===== src/rtl/sw_fifo_writer.sv =====
// Write-side front end: synchronises switches and key, debounces the key, and
// pushes a single byte or an incrementing burst into a FIFO on each press.
module sw_fifo_writer #(
    parameter int DB_CYCLES = 1000000,
    parameter int TIMEOUT   = 1024
) (
    input  logic        clk,
    input  logic        rst,
    input  logic [15:0] sw,
    input  logic        key_wr,
    input  logic        fifo_full,
    output logic        wr_en,
    output logic [7:0]  wr_data,
    output logic        busy,
    output logic [7:0]  drop_cnt
);
    localparam int DBW = (DB_CYCLES > 1) ? $clog2(DB_CYCLES) : 1;
    localparam int STW = (TIMEOUT > 2) ? $clog2(TIMEOUT) : 1;
    localparam logic [DBW-1:0] DB_LAST = DBW'(DB_CYCLES - 1);
    // Abort on the full cycle that would bring the stall count to TIMEOUT-1.
    localparam logic [STW-1:0] ST_LAST = STW'(TIMEOUT - 2);

    typedef enum logic [1:0] {IDLE, WRITE, HOLD} state_t;

    logic [15:0]    sw_s1_q, sw_s1_d, sw_s2_q, sw_s2_d;
    logic           key_s1_q, key_s1_d, key_s2_q, key_s2_d;
    logic [DBW-1:0] db_cnt_q, db_cnt_d;
    logic           key_db_q, key_db_d, key_db_prev_q, key_db_prev_d;
    state_t         state_q, state_d;
    logic [7:0]     data_q, data_d;
    logic [3:0]     remain_q, remain_d;
    logic [STW-1:0] stall_q, stall_d;
    logic [7:0]     drop_q, drop_d;
    logic           press;

    always_comb begin
        sw_s1_d       = sw;
        sw_s2_d       = sw_s1_q;
        key_s1_d      = key_wr;
        key_s2_d      = key_s1_q;
        key_db_prev_d = key_db_q;
        db_cnt_d      = '0;
        key_db_d      = key_db_q;
        if (key_s2_q != key_db_q) begin
            if (db_cnt_q == DB_LAST) begin
                key_db_d = ~key_db_q;
            end else begin
                db_cnt_d = db_cnt_q + DBW'(1);
            end
        end
    end

    assign press = key_db_q & ~key_db_prev_q;

    always_comb begin
        state_d  = state_q;
        data_d   = data_q;
        remain_d = remain_q;
        stall_d  = stall_q;
        drop_d   = drop_q;
        wr_en    = 1'b0;
        case (state_q)
            IDLE: begin
                if (press) begin
                    data_d   = sw_s2_q[7:0];
                    remain_d = sw_s2_q[15] ? sw_s2_q[11:8] : 4'd0;
                    stall_d  = '0;
                    state_d  = WRITE;
                end
            end
            WRITE: begin
                if (!fifo_full) begin
                    wr_en = 1'b1;
                    if (remain_q == 4'd0) begin
                        state_d = HOLD;
                    end else begin
                        data_d   = data_q + 8'd1;
                        remain_d = remain_q - 4'd1;
                        stall_d  = '0;
                    end
                end else if (stall_q == ST_LAST) begin
                    state_d = HOLD;
                    if (drop_q != 8'hFF) begin
                        drop_d = drop_q + 8'd1;
                    end
                end else begin
                    stall_d = stall_q + STW'(1);
                end
            end
            HOLD: begin
                if (!key_db_q) begin
                    state_d = IDLE;
                end
            end
            default: state_d = IDLE;
        endcase
    end

    always_ff @(posedge clk) begin
        if (!rst) begin
            sw_s1_q       <= '0;
            sw_s2_q       <= '0;
            key_s1_q      <= 1'b0;
            key_s2_q      <= 1'b0;
            db_cnt_q      <= '0;
            key_db_q      <= 1'b0;
            key_db_prev_q <= 1'b0;
            state_q       <= IDLE;
            data_q        <= 8'h00;
            remain_q      <= 4'd0;
            stall_q       <= '0;
            drop_q        <= 8'h00;
        end else begin
            sw_s1_q       <= sw_s1_d;
            sw_s2_q       <= sw_s2_d;
            key_s1_q      <= key_s1_d;
            key_s2_q      <= key_s2_d;
            db_cnt_q      <= db_cnt_d;
            key_db_q      <= key_db_d;
            key_db_prev_q <= key_db_prev_d;
            state_q       <= state_d;
            data_q        <= data_d;
            remain_q      <= remain_d;
            stall_q       <= stall_d;
            drop_q        <= drop_d;
        end
    end

    assign wr_data  = data_q;
    assign busy     = (state_q != IDLE);
    assign drop_cnt = drop_q;
endmodule


===== config.mk =====
export PLATFORM = sky130hd
export DESIGN_NAME = sw_fifo_writer
export DESIGN_NICKNAME = d
export VERILOG_FILES = /design/src/rtl/sw_fifo_writer.sv
export SDC_FILE = /design/constraint.sdc
export NUM_CORES = 1
export LEC_CHECK = 0
export ABC_AREA = 1
export CORE_MARGIN = 4
export CORE_UTILIZATION = 26
export DETAILED_ROUTE_END_ITERATION = 10
export SYNTH_ARGS = -nofsm -noshare
export SYNTH_HDL_FRONTEND = slang
export SYNTH_SLANG_ARGS = --single-unit

===== constraint.sdc =====
create_clock -name clk -period 3.96 [get_ports clk]
set_input_delay 0.792 -clock clk [delete_from_list [all_inputs] [get_ports clk]]
set_output_delay 0.792 -clock clk [all_outputs]
set_load 0.005 [all_outputs]

-- Yosys cells after proc, flatten, opt, wreduce, memory -nomap -nowiden
Cells that the tools add are included.
- register bits after elaboration: 88
- latch bits: 0
- RAM bits: 0
- ROM bits: 0
- word-level logic and storage cells: 68
- memories: 0
- add/sub/neg operators: 5
- multipliers: 0
- div/mod/pow operators: 0
- order comparisons: 0
- eq/ne operators: 14
- shifts and indexed selects: 0
- muxes and demuxes: 22
- bitwise logic cells: 5
- reductions and logical operators: 10
- operators by type and width (operator ; number):
    two-way mux 10 bit ; 4
    two-way mux 8 bit ; 3
    adder 20 x 1 -> 20 bit, second input constant ; 1
    equality test 20 bit, second input constant ; 1
    one-hot mux 10 bit (2 select lines) ; 1
    adder 8 x 1 -> 8 bit, second input constant ; 2
    two-way mux 4 bit ; 4
    one-hot mux 8 bit (2 select lines) ; 1
    AND reduction 4 bit ; 4
    inequality test 3 bit, second input constant ; 4
    adder 10 x 1 -> 10 bit, second input constant ; 1
    equality test 10 bit, second input constant ; 1
    two-way mux 2 bit ; 5
    inequality test 2 bit, second input constant ; 4
    inequality test 8 bit, second input constant ; 1
    one-hot mux 4 bit (2 select lines) ; 1
    one-hot mux 2 bit (3 select lines) ; 1
    zero test 4 bit ; 1
    inverter 1 bit ; 4
    nonzero test 2 bit ; 2
    subtractor 4 x 1 -> 4 bit, second input constant ; 1
    OR reduction 3 bit ; 1
    equality test 2 x 1 -> 1 bit, second input constant ; 1
    equality test 2 bit, second input constant ; 1
    other kinds (5) ; 6

-- Longest topological paths before layout
- word-level depth: 4
- mapped depth: 11
- mapped depth without buffers: 11

-- Least setup slack after synthesis
No wires, ideal clock.
- path type: input -> register
- start: input port rst
- end: register db_cnt_q[5]
- data arrival time: 1.630 ns
- required time: 3.890 ns
- slack: 2.260 ns
- cell stages on the path: 6
- path through: buf_2 > o21ai_0 > a21oi_1 > nand2_2 > buf_6 > a21oi_1
- cells in the longest elaborated chain, start to end: 2
- ends and longest elaborated chain (what ; RTL line ; source):
    start, declared ; 8 ; input logic rst,
    inverter 1 bit (no line) ; -- ;
    OR reduction 3 bit (no line) ; -- ;
    end signal, assigned ; 118 ; db_cnt_q <= db_cnt_d;
    end, declared ; 27 ; logic [DBW-1:0] db_cnt_q, db_cnt_d;
No other way between the ends.
A chain may end at the register's enable or synchronous reset.

-- Final worst setup path
- start: input port fifo_full
- end: output port wr_en
- cells in the longest elaborated chain, start to end: 2
- ends and longest elaborated chain (what ; RTL line ; source):
    start, declared ; 11 ; input logic fifo_full,
    two-way mux 1 bit ; 72 ; if (!fifo_full) begin
    two-way mux 1 bit ; 62 ; case (state_q)
    end, declared ; 12 ; output logic wr_en,
No other way between the ends.

==> impl_metrics.ini <==
[sta]
skew_ns = 0.008298
rsz0062_at_grt = no
hold_viol = 0
setup_viol = 0
period_share = 0.7191
fin_crit_ns = 2.848
max_freq_mhz = 351.2
slew-limit-headroom = 0.5806
slew_viol_final = 0
tightest_slew_ns = 0.6285
fin_tns_setup_ns = 0
setup_slack_ns = 1.112

[synth]
ys_seq_elements = 82
synth_mux_area_frac = 0
synth_cell_types = 32
seq_area_frac_synth = 0.4321
synth_top_family_by_area = simple AND/OR/NAND/NOR gates
synth_compound_area_frac = 0.09552
synthSimpleGateAreaFrac = 0.3340
syn_nets = 569
yosysWarningCount = 0
syn_avg_cell_area_sq_um = 6.996
synth_fa_ha_area_frac = 0.01976
synth_xor_area_frac = 0.02536
netlist_instances = 543
synth_area_sq_um = 3799

[setup_path]
end_kind = output pin
path_cells = clkdlybuf4s50_1 > nor2_1 > clkdlybuf4s50_1
path_class = in2out
critPathTopFamily = buffers and inverters
critical_path.slowest_cell = clkdlybuf4s50_1
worstPathArrival_ns = 2.06
cp_num_buf_inv = 2
cp_slowest_stage_delay_ns = 0.58
crit_required_ns = 3.17
crit_path_frequent_cell = clkdlybuf4s50_1
cp_max_fo = 7
crit_path_start_kind = input port

[detailed_routing]
antenna_left = 0
drt-pass1-iter-count = 4
routed_wl_um = 7542
vias_per_cell = 4.239
wl_per_cell_um = 9.885
drc = 0
vias = 3234
drt_iter0_drc = 248

[power_and_ir_drop]
share_comb_of_total_power = 0.027
vdd_drop_max_mv = 0.1439
p_switching_uw = 356.5
swShare = 0.2045
seqPwrFrac = 0.483
p_int_mw = 1.387
p_leak_nw = 1.878
power.share.clock = 0.490
powerDensity_nw_per_um2 = 376.8

[placement]
port_buffers = 34
hpwl_um = 5357
gp_congestion = 0.8312
place_area_sq_um = 4314
post-place-ws_ns = 1.087

[final_layout]
final_area_sq_um = 4628
diodes = 0
drive_above_1_share = 0.07204
fin_nets = 604
area_growth_pct = 21.84
fin_util = 0.3283
regArea_sq_um = 1642
fill_cells = 1523
final_cell_mix = nand2_1, dfxtp_1, nor2_1, inv_1, a21oi_1
final_common_cell = nand2_1
multi_input_area_sq_um = 1803

[clocking]
cts.sinks = 82
root_buffer = clkbuf_16
cts_tree = done
postCtsSetupRepairBufs = 0
cts_made_buffers = 9
ctsLongestPathBuffers = 2
hold_buffers = 0
cts_resized = 0
worstSkewPairLatency_ns = 0.33
clk_pin_slew_ns = 0.06
cts_htree_levels = 3

[run_status]
outcome = finished, final reports clean

[floorplan]
row_count = 43
die_y_um = 128.9
dieArea_sq_um = 16610
dieWidth_um = 128.9
io_pins = 38
core_sq_um = 14100
initial_core_util = 0.2695

[global_routing]
antenna_found_initial = 0
grt_first_pass_wirelength_um = 12820
track_usage = 0.09299
grt_max_degree = 26
gr-total-overflow = 0
first_global_vias = 2842

[min_path]
hold_class = reg2reg

[job]
drv_cap = 0
-- worst register-to-register path: cells and delay by family (launching register included) --
family / cells / cell delay (ns)
buffers and inverters: 2 / 0.67
flip-flops: 1 / 0.39
AND/OR/NAND/NOR: 6 / 0.76
AO/OA/AOI/OAI: 1 / 0.11
-- registers in the layout, summed over array words and instances, names as in the netlist --
signal	cells
state_q	2
drop_cnt	8
stall_q	10
sw_s1_q	13
key_db_prev_q	1
remain_q	4
key_s2_q	1
key_s1_q	1
wr_data	8
db_cnt_q	20
key_db_prev_d	1
sw_s2_q	13
-- cell usage after synthesis --
master | number | area (sq um)
a211oi_1 | 2 | 15.01
a21oi_1 | 38 | 190.2
a31oi_1 | 3 | 18.77
a31oi_2 | 1 | 12.51
buf_2 | 4 | 20.02
buf_6 | 2 | 22.52
clkbuf_1 | 6 | 22.52
clkinv_1 | 1 | 3.750
dfxtp_1 | 82 | 1642
ha_1 | 6 | 75.07
inv_1 | 74 | 277.8
inv_2 | 2 | 7.510
nand2_1 | 133 | 499.2
nand2_2 | 6 | 37.54
nand2_4 | 4 | 45.04
nand3_1 | 35 | 175.2
nand3_2 | 2 | 20.02
nand3b_1 | 3 | 22.52
nand4_1 | 11 | 68.82
nor2_1 | 75 | 281.5
nor2_2 | 4 | 25.02
nor2_4 | 2 | 22.52
nor3_1 | 6 | 30.03
nor3b_1 | 3 | 22.52
nor4_1 | 1 | 6.260
o21ai_0 | 21 | 105.1
o21ai_1 | 1 | 5.000
o21ai_2 | 1 | 8.760
o21bai_1 | 1 | 7.510
or2_2 | 2 | 12.51
xnor2_1 | 4 | 35.03
xor2_1 | 7 | 61.31
-- final timing paths --
check	from	to	slack, ns	cells after the start
max	fifo_full	wr_en	1.11	3
min	sw_s1_q[8]	sw_s2_q[8]	0.41	2
max reg2reg	state_q[0]	stall_q[6]	1.94	9
min reg2reg	sw_s1_q[8]	sw_s2_q[8]	0.41	2
-- power by group through the flow --
stage / registers (mW) / clock network (mW) / logic [mW]
floorplan: 0.860 / 0 / 0.0248
global placement: 0.861 / 0 / 0.0473
detailed placement: 0.861 / 0 / 0.0473
CTS: 0.842 / 0.883 / 0.0475
global route: 0.843 / 0.915 / 0.0536
finish: 0.842 / 0.855 / 0.0464
-- metal layers --
metal  up-vias  share of wire  track usage
met1      1407           0.51       0.1252
met5         -              0            0
li1       1779              -            -
met2        40           0.45       0.1457
met4         0          0.019      0.04632
met3         8          0.026      0.01287
-- through the flow --
| step | hold WS (ns) | total power [mW] | cells |
|---|---|---|---|
| 4_1_cts | 0.4098 | 1.773 | 763 |
| 6_report | 0.4093 | 1.744 | 763 |
| 2_1_floorplan | 0.3905 | 0.8846 | 543 |
| 3_3_place_gp | 0.3953 | 0.9078 | 747 |
| 5_1_grt | 0.4298 | 1.812 | 763 |
| 3_5_place_dp | 0.3953 | 0.9082 | 747 |
-- final cells by class --
cell class	count	area share
Clock buffer	11	0.05461
Clock inverter	5	0.01325
Inverter	77	0.06245
Multi-Input combinational cell	372	0.3896
Sequential cell	82	0.3547
Tap cell	180	0.04866
Timing Repair Buffer	36	0.07678
-- kinds of logic after synthesis --
family | Yosys count
fa+ha+maj | 6
flops | 82
xor+xnor | 11
buf+inv | 89
simple gates | 287
compound gates | 68
(Power assumes the default switching activity.)
